File: config.mk
export PLATFORM = sky130hd
export DESIGN_NAME = mode_display_mux_flat
export DESIGN_NICKNAME = d
export VERILOG_FILES = /design/src/rtl/display_pkg.sv /design/src/rtl/mode_display_mux_if.sv /design/src/rtl/mode_display_mux_key_debounce.sv /design/src/rtl/mode_display_mux.sv /design/src/flat_wrapper.sv
export SDC_FILE = /design/constraint.sdc
export NUM_CORES = 1
export LEC_CHECK = 0
export ABC_AREA = 0
export ABC_CLOCK_PERIOD_IN_PS = 2800
export CELL_PAD_IN_SITES_DETAIL_PLACEMENT = 1
export CELL_PAD_IN_SITES_GLOBAL_PLACEMENT = 2
export CORE_MARGIN = 2
export CORE_UTILIZATION = 23
export CTS_CLUSTER_DIAMETER = 50
export DETAILED_ROUTE_END_ITERATION = 6
export PLACE_DENSITY_LB_ADDON = 0.25
export SYNTH_ARGS = -nofsm -noshare
export SYNTH_HDL_FRONTEND = slang
export SYNTH_HIERARCHICAL = 1
export SYNTH_SLANG_ARGS = --single-unit
File: constraint.sdc
create_clock -name MAX10_CLK1_50 -period 2.8 [get_ports MAX10_CLK1_50]
set_input_delay 0.7 -clock MAX10_CLK1_50 [delete_from_list [all_inputs] [get_ports MAX10_CLK1_50]]
set_output_delay 0.7 -clock MAX10_CLK1_50 [all_outputs]
set_load 0.03 [all_outputs]
File: src/rtl/display_pkg.sv
`default_nettype none
// ============================================================================
// Package     : display_pkg
// Description : Shared constants and types for the LEDR/HEX mode selector.
// Revision    : 1.0 - initial release
// ============================================================================
package display_pkg;

  // Active-low seven-segment pattern with every segment dark
  localparam logic [7:0] HEX_BLANK = 8'hFF;

  // Defaults for a 50 MHz board clock: 10 ms debounce, 50 ms blanking
  localparam int DEF_DEBOUNCE_CYCLES = 500000;
  localparam int DEF_BLANK_CYCLES    = 2500000;

  // Display state: showing a mode's data, or dark while switching
  typedef enum logic [0:0] {
    SHOW  = 1'b0,
    BLANK = 1'b1
  } disp_state_e;

endpackage : display_pkg
`default_nettype wire

File: src/rtl/mode_display_mux_if.sv
`default_nettype none
// ============================================================================
// Interface   : mode_display_mux_if
// Description : Mode-select inputs, per-mode display buses and the selected
//               LEDR/HEX outputs of the mode display multiplexer.
// Revision    : 1.0 - initial release
// ============================================================================
interface mode_display_mux_if #(
  parameter int NUM_MODES  = 4,
  parameter int LED_W      = 10,
  parameter int HEX_DIGITS = 6
);

  localparam int MODE_W = (NUM_MODES > 1) ? $clog2(NUM_MODES) : 1;

  logic [MODE_W-1:0]               sel_direct;
  logic                            sel_load;
  logic [NUM_MODES*LED_W-1:0]      mode_led;
  logic [NUM_MODES*HEX_DIGITS*8-1:0] mode_hex;
  logic [LED_W-1:0]                LEDR;
  logic [HEX_DIGITS*8-1:0]         HEX;
  logic [MODE_W-1:0]               mode;
  logic                            switching;

  // Driver side: supplies requests and sub-unit data, observes outputs
  modport master (
    output sel_direct, sel_load, mode_led, mode_hex,
    input  LEDR, HEX, mode, switching
  );

  // Multiplexer side
  modport slave (
    input  sel_direct, sel_load, mode_led, mode_hex,
    output LEDR, HEX, mode, switching
  );

endinterface : mode_display_mux_if
`default_nettype wire

File: src/rtl/mode_display_mux_key_debounce.sv
`default_nettype none
// ============================================================================
// Module      : key_debounce
// Description : Synchronises a raw active-low pushbutton, filters bounce with
//               a stability counter and emits a one-cycle pulse per press.
// Revision    : 1.0 - initial release
// ============================================================================
module key_debounce
  import display_pkg::*;
#(
  parameter int DEBOUNCE_CYCLES = DEF_DEBOUNCE_CYCLES
) (
  input  wire logic clk,
  input  wire logic rst_n,
  input  wire logic key_n,
  output logic      press_pulse
);

  localparam int CNT_W = (DEBOUNCE_CYCLES > 1) ? $clog2(DEBOUNCE_CYCLES) : 1;
  localparam logic [CNT_W-1:0] CNT_LAST = CNT_W'(DEBOUNCE_CYCLES - 1);

  logic             sync1_q, sync1_d;
  logic             sync2_q, sync2_d;
  logic             level_q, level_d;
  logic [CNT_W-1:0] cnt_q,   cnt_d;
  logic             press_q, press_d;

  // Filter: the level follows the synchronised key only after it has
  // differed for DEBOUNCE_CYCLES consecutive cycles; agreement resets count.
  always_comb begin
    sync1_d = key_n;
    sync2_d = sync1_q;
    level_d = level_q;
    cnt_d   = '0;
    press_d = 1'b0;
    if (sync2_q != level_q) begin
      if (cnt_q == CNT_LAST) begin
        level_d = sync2_q;
        press_d = ~sync2_q;   // only the 1->0 (press) edge is reported
      end else begin
        cnt_d = cnt_q + CNT_W'(1);
      end
    end
  end

  // Synchroniser, debounced level, stability counter and pulse registers
  always_ff @(posedge clk or negedge rst_n) begin
    if (!rst_n) begin
      sync1_q <= 1'b1;
      sync2_q <= 1'b1;
      level_q <= 1'b1;
      cnt_q   <= '0;
      press_q <= 1'b0;
    end else begin
      sync1_q <= sync1_d;
      sync2_q <= sync2_d;
      level_q <= level_d;
      cnt_q   <= cnt_d;
      press_q <= press_d;
    end
  end

  assign press_pulse = press_q;

endmodule : key_debounce
`default_nettype wire

File: src/rtl/mode_display_mux.sv
`default_nettype none
// ============================================================================
// Module      : mode_display_mux
// Description : Selects one of NUM_MODES LED/HEX sets for the board displays.
//               Mode advances on a debounced key press or loads directly;
//               each change is followed by a timed blanking interval.
// Revision    : 1.0 - initial release
// ============================================================================
module mode_display_mux
  import display_pkg::*;
#(
  parameter int NUM_MODES       = 4,
  parameter int LED_W           = 10,
  parameter int HEX_DIGITS      = 6,
  parameter int DEBOUNCE_CYCLES = DEF_DEBOUNCE_CYCLES,
  parameter int BLANK_CYCLES    = DEF_BLANK_CYCLES
) (
  input  wire logic         MAX10_CLK1_50,
  input  wire logic         RESET_N,
  input  wire logic         KEY_NEXT,
  mode_display_mux_if.slave bus
);

  localparam int MODE_W  = (NUM_MODES > 1) ? $clog2(NUM_MODES) : 1;
  localparam int BCNT_W  = (BLANK_CYCLES > 1) ? $clog2(BLANK_CYCLES) : 1;
  localparam int HEX_W   = HEX_DIGITS * 8;
  localparam logic [MODE_W-1:0] MODE_LAST  = MODE_W'(NUM_MODES - 1);
  localparam logic [BCNT_W-1:0] BCNT_START = BCNT_W'(BLANK_CYCLES - 1);

  logic press_pulse;

  disp_state_e       state_q, state_d;
  logic [MODE_W-1:0] mode_q,  mode_d;
  logic [BCNT_W-1:0] bcnt_q,  bcnt_d;
  logic [LED_W-1:0]  led_q,   led_d;
  logic [HEX_W-1:0]  hex_q,   hex_d;
  logic              sw_q,    sw_d;

  logic              req_valid;
  logic [MODE_W-1:0] req_mode;

  key_debounce #(
    .DEBOUNCE_CYCLES (DEBOUNCE_CYCLES)
  ) u_key_debounce (
    .clk         (MAX10_CLK1_50),
    .rst_n       (RESET_N),
    .key_n       (KEY_NEXT),
    .press_pulse (press_pulse)
  );

  // Request arbitration: a load always wins the cycle, even when its index
  // is out of range (the whole cycle is then dropped); requests only count
  // while showing.
  always_comb begin
    req_valid = 1'b0;
    req_mode  = mode_q;
    if (state_q == SHOW) begin
      if (bus.sel_load) begin
        if (32'(bus.sel_direct) < NUM_MODES) begin
          req_valid = 1'b1;
          req_mode  = bus.sel_direct;
        end
      end else if (press_pulse) begin
        req_valid = 1'b1;
        req_mode  = (mode_q == MODE_LAST) ? '0 : mode_q + MODE_W'(1);
      end
    end
  end

  // Next-state: accepted requests update the mode and start blanking
  always_comb begin
    state_d = state_q;
    mode_d  = mode_q;
    bcnt_d  = bcnt_q;
    case (state_q)
      SHOW: begin
        if (req_valid) begin
          mode_d = req_mode;
          if (BLANK_CYCLES > 0) begin
            state_d = BLANK;
            bcnt_d  = BCNT_START;
          end
        end
      end
      BLANK: begin
        if (bcnt_q == '0) begin
          state_d = SHOW;
        end else begin
          bcnt_d = bcnt_q - BCNT_W'(1);
        end
      end
      default: state_d = SHOW;
    endcase
  end

  // Outputs: follow the next state/mode so the displays go dark on the same
  // edge that changes the mode, and the new data lands the edge blank ends.
  always_comb begin
    led_d = '0;
    hex_d = {HEX_DIGITS{HEX_BLANK}};
    sw_d  = 1'b1;
    if (state_d == SHOW) begin
      led_d = bus.mode_led[32'(mode_d) * LED_W +: LED_W];
      hex_d = bus.mode_hex[32'(mode_d) * HEX_W +: HEX_W];
      sw_d  = 1'b0;
    end
  end

  // State, mode, blank counter and output registers
  always_ff @(posedge MAX10_CLK1_50 or negedge RESET_N) begin
    if (!RESET_N) begin
      state_q <= SHOW;
      mode_q  <= '0;
      bcnt_q  <= '0;
      led_q   <= '0;
      hex_q   <= {HEX_DIGITS{HEX_BLANK}};
      sw_q    <= 1'b0;
    end else begin
      state_q <= state_d;
      mode_q  <= mode_d;
      bcnt_q  <= bcnt_d;
      led_q   <= led_d;
      hex_q   <= hex_d;
      sw_q    <= sw_d;
    end
  end

  assign bus.LEDR      = led_q;
  assign bus.HEX       = hex_q;
  assign bus.mode      = mode_q;
  assign bus.switching = sw_q;

endmodule : mode_display_mux
`default_nettype wire

File: src/flat_wrapper.sv
// flat-port wrapper written by rule: the top's interface ports become plain ports
module mode_display_mux_flat import display_pkg::*;
#(
  parameter int NUM_MODES       = 4,
  parameter int LED_W           = 10,
  parameter int HEX_DIGITS      = 6,
  parameter int DEBOUNCE_CYCLES = DEF_DEBOUNCE_CYCLES,
  parameter int BLANK_CYCLES    = DEF_BLANK_CYCLES
)
  (MAX10_CLK1_50, RESET_N, KEY_NEXT, bus_sel_direct, bus_sel_load, bus_mode_led, bus_mode_hex, bus_LEDR, bus_HEX, bus_mode, bus_switching);
  mode_display_mux_if #(.NUM_MODES(NUM_MODES), .LED_W(LED_W), .HEX_DIGITS(HEX_DIGITS)) bus_i ();
  input  wire logic MAX10_CLK1_50;
  input  wire logic RESET_N;
  input  wire logic KEY_NEXT;
  input wire logic [$bits(bus_i.sel_direct)-1:0] bus_sel_direct;
  input wire logic [$bits(bus_i.sel_load)-1:0] bus_sel_load;
  input wire logic [$bits(bus_i.mode_led)-1:0] bus_mode_led;
  input wire logic [$bits(bus_i.mode_hex)-1:0] bus_mode_hex;
  output wire logic [$bits(bus_i.LEDR)-1:0] bus_LEDR;
  output wire logic [$bits(bus_i.HEX)-1:0] bus_HEX;
  output wire logic [$bits(bus_i.mode)-1:0] bus_mode;
  output wire logic [$bits(bus_i.switching)-1:0] bus_switching;
  assign bus_i.sel_direct = bus_sel_direct;
  assign bus_i.sel_load = bus_sel_load;
  assign bus_i.mode_led = bus_mode_led;
  assign bus_i.mode_hex = bus_mode_hex;
  assign bus_LEDR = bus_i.LEDR;
  assign bus_HEX = bus_i.HEX;
  assign bus_mode = bus_i.mode;
  assign bus_switching = bus_i.switching;
  mode_display_mux #(.NUM_MODES(NUM_MODES), .LED_W(LED_W), .HEX_DIGITS(HEX_DIGITS), .DEBOUNCE_CYCLES(DEBOUNCE_CYCLES), .BLANK_CYCLES(BLANK_CYCLES)) u_core (.MAX10_CLK1_50(MAX10_CLK1_50), .RESET_N(RESET_N), .KEY_NEXT(KEY_NEXT), .bus(bus_i));
endmodule
# Word-level counts from Yosys, hierarchy flattened
# Cells that the tools add are included.
# word_totals
in_bits	238
wordCells	49
output_inout_bits	61
regBits	107
# classes
bitwise_logic	2
multipliers	2
muxes	21
n_addsub	3
shifts	2
eq_ne	5
n_reduce_logical	3
# ops
operator	count
$shiftx A192 B9 Y48	1
$mux W48	1
$mux W22	2
$pmux W22 S2	1
$shiftx A40 B7 Y10	1
$mux W19	2
$logic_not A22 Y1	1
$sub A22 B1 Y22 const B	1
$add A19 B1 Y19 const B	1
$eq A19 B19 Y1 const B	1
$mux W10	1
$mux W2	5
$mux W1	8
$mul A2 B3 Y5 const B	1
$mul A2 B2 Y4 const B	1
$reduce_and A2 Y1	2
$add A2 B1 Y2 const B	1
$eq A2 B2 Y1 const B	1
$ne A2 B1 Y1 const B	1
$ne A2 B2 Y1 const B	1
$not A1 Y1	2
$pmux W1 S2	1
$ne A1 B1 Y1	1

# Depth between registers and ports, before layout
# depth
word_depth	9
mapped_depth	9
ltp_nobuf	8

# Cells and area by module
# Netlist, hierarchy kept.
# modules_own_cells
module	cells_each	n_inst	area_per_inst_um2	seq_area_each_um2
mode_display_mux	551	1	5147.4	2137.0
key_debounce	110	1	1122.3	579.3

# Least setup slack after synthesis
# OpenSTA, ideal clock, no wires.
# synth_timing
path_type	register to register
start	register u_core.mode_q[0] (netlist: u_core/bus.mode[0])
end	register u_core.led_q[0] (netlist: u_core/bus.LEDR[0])
setup_slack_ns	0.734
arrival_ns	1.970
setup_time_ns	0.096
n_path_buf	2
period_less_slack_ns	2.066
path_stages_with_launch	10
required_time_ns	2.704
cell_sequence	dfrtp_1 -> ha_1 -> nor4b_2 -> o21bai_2 -> and2_4 -> inv_4 -> buf_6 -> buf_2 -> nand2_1 -> a311oi_2
# synth_via
elab_chain_len	9
elab_cells_between_ends	10
cone_classes	add/sub (1); mul (1); eq/ne (1); shift (1); mux (6)
# synth_rtl
element	line	rtl
start, declared	mode_display_mux.sv:33	logic [MODE_W-1:0] mode_q, mode_d;
start signal, assigned	mode_display_mux.sv:120	mode_q <= mode_d;
$add A2 B1 Y2 or $eq A2 B2 Y1 (tied branches)	mode_display_mux.sv:65	req_mode = (mode_q == MODE_LAST) ? '0 : mode_q + MODE_W'(1);
$mux W2	mode_display_mux.sv:65	
$mux W2	mode_display_mux.sv:63	end else if (press_pulse) begin
$mux W2	mode_display_mux.sv:58	if (bus.sel_load) begin
$mux W2	mode_display_mux.sv:77	if (req_valid) begin
$mux W2 *	mode_display_mux.sv:75	case (state_q)
via u_core.mode_d[0]	mode_display_mux.sv:33	
$mul A2 B3 Y5 *	mode_display_mux.sv:103	led_d = bus.mode_led[32'(mode_d) * LED_W +: LED_W];
$shiftx A40 B7 Y10 *	mode_display_mux.sv:103	
$mux W10 *	mode_display_mux.sv:102	if (state_d == SHOW) begin
via u_core.led_d[0]	mode_display_mux.sv:35	logic [LED_W-1:0] led_q, led_d;
end signal, assigned	mode_display_mux.sv:122	led_q <= led_d;
end, declared	mode_display_mux.sv:35	
# The timed path passes the listed nets; every way through them passes the cells marked *.
# A chain may end at the register's enable or synchronous reset.

# Worst setup path after layout
# layout_timing
start	register u_core.bcnt_q[0]
end	register u_core.bcnt_q[0]
# layout_via
elab_chain_len	3
elab_cells_between_ends	6
cone_classes	add/sub (1); eq/ne (1); mux (2); reduce/logical (2)
# layout_rtl
element	line	rtl
start, declared	mode_display_mux.sv:34	logic [BCNT_W-1:0] bcnt_q, bcnt_d;
start signal, assigned	mode_display_mux.sv:121	bcnt_q <= bcnt_d;
$sub A22 B1 Y22 or $logic_not A22 Y1 (tied branches)	mode_display_mux.sv:89, mode_display_mux.sv:86	
$mux W22 or $ne A2 B2 Y1 (tied branches)	-	
$pmux W22 S2 or $reduce_and A2 Y1 (tied branches)	-	
# Parallel ways exist; a longest one is shown, timed or not. The select of a mux whose other input is x is not followed.

==> results.md <==
- Broken down by cell family, the worst path's largest delay share belongs to simple AND/OR/NAND/NOR gates.
- The minimum clock period is about 2.4 ns.
- The via count of the first global-routing pass came to between 6k and 7k.
- The number of max-slew violations in the final report is 0.
- The first global-routing pass estimated around 41 mm of wire.
- The sum of negative setup slack is 0 ns.
- The first-pass iteration count of the detailed router is 4.
- The flow ran to the end, and the final reports show no timing, DRC or antenna violations.
- Setup violations remaining at the end of the flow were counted as 0.
- The half-perimeter wire length of the detailed placement result is 19.92 mm.
- The remaining routing DRC violations is 0.
- The highest cell delay on the worst timing path is 0.44 ns.
- The final weighted congestion of routability-driven global placement is ~0.83.
- The die outline area is 28600 um^2.
- The start point of the critical path is u_core/bcnt_q[0].
- Setup repair after global routing left no endpoint under its margin.
- The area growth from synthesis to layout is 60.07%.
- The worst setup path is captured at a flip-flop.
- Data on the critical path is required at its endpoint by a little over 3 ns.
- For this design the ratio of total power to cell area is around 470 nW/um^2.
- The fraction of registers with async set/reset is 100.0%.
- The critical path buffer and inverter count is 2.
- The reg2reg setup slack is 0.41 ns.
- The count of buffers added by post-CTS timing repair for setup is 0.
- The number of buffers inserted during clock tree synthesis is 9.
- The via total after detailed routing is around 6.3k.
- The number of antenna violations at the first check in global routing is 4.
- The number of hold-slack violations in the final timing report is 0.
- In this run the worst path has a maximum fanout of 12.
- The count of cells resized by post-cts repair is 0.
- The total core area is about 27000 um^2.
- The startpoint kind of the worst setup timing path is a flip-flop.
- For the worst setup path, the data arrival time is 2.63 ns.
- The starting density of the core is 23.33%.
- The worst hold-check path type is in -> async.
- Cells with a size suffix above 1 make up 13.47% of the layout.
- Synthesis instantiated 65 different standard cells from the library.
- Clock-pin slew was measured on the worst setup and hold paths at 0.07 ns.
- The total wirelength of the detailed-routed design is 26.71 mm.
- The number of enable-type register cells in the synthesized netlist is 0.
- The share of the clock period used by the worst path is 85.46%.
- The final routed wire length divided by cell count is 20.78 um.
- The highest clock rate is roughly 420 MHz.
- The most frequently used cell type in the post-synthesis netlist is sky130_fd_sc_hd__and3_1.
- Counting flops and latches in the post-synthesis netlist gives 106.
- The number of rows created at floorplan is 60.
- The post-synth design cell area is between 6000 and 7000 um^2.
- The worst clock skew on the final layout is ~0.017 ns.
- Yosys attributes the largest share of cell area to sky130_fd_sc_hd__dfrtp_1, sky130_fd_sc_hd__dfstp_2, sky130_fd_sc_hd__a211oi_1, sky130_fd_sc_hd__and3_1, sky130_fd_sc_hd__o21ai_1.
- The detailed router finished its first iteration with between 200 and 250 violations.
- After synthesis, the largest area contributor takes up ~22% of total cell area.
- In this run the count of I/O pins placed on the die edge is between 200 and 300.
- The remaining antenna violation count is 0.
- Setup slack on the critical path of the routed design comes to 0.4072 ns.
- The minimum setup slack after placement is between 0.1 and 0.15 ns.
- At the pin with the least slew margin, the transition time is 0.7612 ns.
- The post-synth net total is around 900.
- After synthesis, the mean cell area works out to roughly 9.5 um^2.
- The global router's overall resource usage is 18.65%.
- The largest area contributor in the netlist is sky130_fd_sc_hd__dfrtp_1.
- The total of fill cells in the finished design is ~3k.
- The cell sitting at the root of the clock tree is a sky130_fd_sc_hd__clkbuf_16.
- Counting every instance in the synthesized netlist gives 661.
- The critical path goes through inv_1, ha_1, or3b_4, nor2_4, nand4_4, a21oi_4, inv_2, mux2_2.
- Summing the sequential cell areas from Yosys gives a little over two fifths of the chip area.
- In this run the vertical extent of the chip is 169.1 um.
- The final global-route overflow total is 0.
- The peak ir drop on the vdd network is between 200 and 300 uV.
- In this run the number of H-tree levels came out at 3.
- The clock tree buffer depth is 2.
- Ranked by instance count, the synthesized netlist is headed by sky130_fd_sc_hd__and3_1, sky130_fd_sc_hd__a211oi_1, sky130_fd_sc_hd__dfrtp_1.
- The slowest cell on the critical path is sky130_fd_sc_hd__or3b_4.
- The overall die width is roughly 170 um.
- Entering global routing, the biggest net connects around 110 pins.
- The max-cap check violation count is 0.
- The total of buffers placed on input and output ports is 298.
- The most used flip-flop cell after synthesis is sky130_fd_sc_hd__dfrtp_1.
- The TritonCTS clock tree is yes.
- The later pin in the worst-skew pair is clocked with a latency of between 0.3 and 0.4 ns.
- The Yosys step of the flow raised 6 warnings.
- The net count of the finished layout is between 1k and 1.5k.
- The type of the worst setup path is reg -> reg.
- The per-cell via count in the routed design is just under 5.
- The leakage power is about 0.0040 uW.
- For this design, the sink count on the clock tree is 106.
- The startpoint identified for the worst register-to-register timing path is u_core/bcnt_q[0].
- Buffers inserted to repair hold after CTS numbered 0.
- The worst pin sits at a relative slew slack of 48.71%.
## layout make-up
cell class	instances	area [um^2]	area share (%)
flip-flops and latches	106	2716	27.07
repair buffers	326	3316	33.04
inverters	9	36.28	0.3616
clock buffers	12	246.5	2.456
diodes	1	2.502	0.02493
clock inverters	4	32.53	0.3241
well taps	341	426.7	4.251
multi-input cells	486	3259	32.48
## per-layer routing
metal  share of wire (%)  up-vias  GRT usage [%]
met4                 1.8        2          5.500
met3                 7.1       28          6.593
met5               0.060        -              0
met2                  49      170          31.43
li1                    -     3043              -
met1                  43     3098          22.43
## cells by family after synthesis
kind of cell / share of synthesized area (%)
multiplexers: 1.157
adder cells (fa/ha/maj): 0.5987
buffers and inverters: 4.849
flip-flops: 43.32
AND/OR/NAND/NOR: 24.13
XOR/XNOR: 2.794
AO/OA/AOI/OAI: 23.15
## placed cells by master (no fill, tap or decap), types with 4 or more instances in the layout
| cell type | n |
|---|---|
| sky130_fd_sc_hd__a211oi_1 | 107 |
| sky130_fd_sc_hd__a21oi_1 | 6 |
| sky130_fd_sc_hd__a311oi_2 | 10 |
| sky130_fd_sc_hd__and3_1 | 108 |
| sky130_fd_sc_hd__buf_12 | 10 |
| sky130_fd_sc_hd__buf_4 | 19 |
| sky130_fd_sc_hd__clkbuf_16 | 9 |
| sky130_fd_sc_hd__clkdlybuf4s50_1 | 297 |
| sky130_fd_sc_hd__dfrtp_1 | 55 |
| sky130_fd_sc_hd__dfstp_2 | 51 |
| sky130_fd_sc_hd__inv_1 | 5 |
| sky130_fd_sc_hd__mux2i_1 | 5 |
| sky130_fd_sc_hd__nand2_1 | 45 |
| sky130_fd_sc_hd__nand3_1 | 11 |
| sky130_fd_sc_hd__nand4_1 | 11 |
| sky130_fd_sc_hd__nor2_1 | 29 |
| sky130_fd_sc_hd__nor3_1 | 11 |
| sky130_fd_sc_hd__nor4_1 | 7 |
| sky130_fd_sc_hd__o21ai_0 | 4 |
| sky130_fd_sc_hd__o21ai_1 | 49 |
| sky130_fd_sc_hd__or3_1 | 8 |
| sky130_fd_sc_hd__xnor2_1 | 16 |
| sky130_fd_sc_hd__xor2_1 | 4 |
## per-stage QoR
step | power [uW] | util (%) | hold slack (ns) | instances | cell area (um^2)
floorplan | 2675 | - | 0.3452 | 661 | 6270
global placement | 3528 | 36.29 | 0.3497 | 1268 | 9754
detailed placement | 3539 | 36.29 | 0.3476 | 1268 | 9754
CTS | 4869 | 37.33 | 0.3490 | 1284 | 10030
global route | 5040 | 37.34 | 0.3655 | 1285 | 10040
finish | 4764 | 37.34 | 0.3353 | 1285 | 10040
## registers in the layout (all words and copies together) (netlist names), 2 cells and up
name,flops
u_core/bus.LEDR,10
u_core/bus.HEX,48
u_core/bcnt_q,22
u_core/bus.mode,2
u_core/u_key_debounce/cnt_q,19
## worst reg2reg max path, cell delays in order, from the launching register on
cell,delay [ns]
sky130_fd_sc_hd__dfrtp_1,0.41
sky130_fd_sc_hd__inv_1,0.09
sky130_fd_sc_hd__ha_1,0.20
sky130_fd_sc_hd__or3b_4,0.44
sky130_fd_sc_hd__nor2_4,0.21
sky130_fd_sc_hd__nand4_4,0.18
sky130_fd_sc_hd__a21oi_4,0.24
sky130_fd_sc_hd__inv_2,0.19
sky130_fd_sc_hd__mux2_2,0.31
## worst paths after layout
kind	end	cells past startpoint
max	u_core/bcnt_q[0]	8
min	u_core/u_key_debounce/cnt_q[10]	1
max reg2reg	u_core/bcnt_q[0]	8
min reg2reg	u_core/u_key_debounce/sync2_q	0
max in group asynchronous	u_core/bus.HEX[17]	2
min in group MAX10_CLK1_50	u_core/u_key_debounce/sync2_q	0
## power breakdown
group | internal [uW] | total, uW | leakage (uW) | switching, uW
sequential | 1700 | 1810 | 0.00124 | 115
combinational | 797 | 1680 | 0.00263 | 883
clock | 642 | 1270 | 0.000140 | 630
total | 3140 | 4760 | 0.00401 | 1630
No activity file was read; power rests on OpenSTA's default activity.
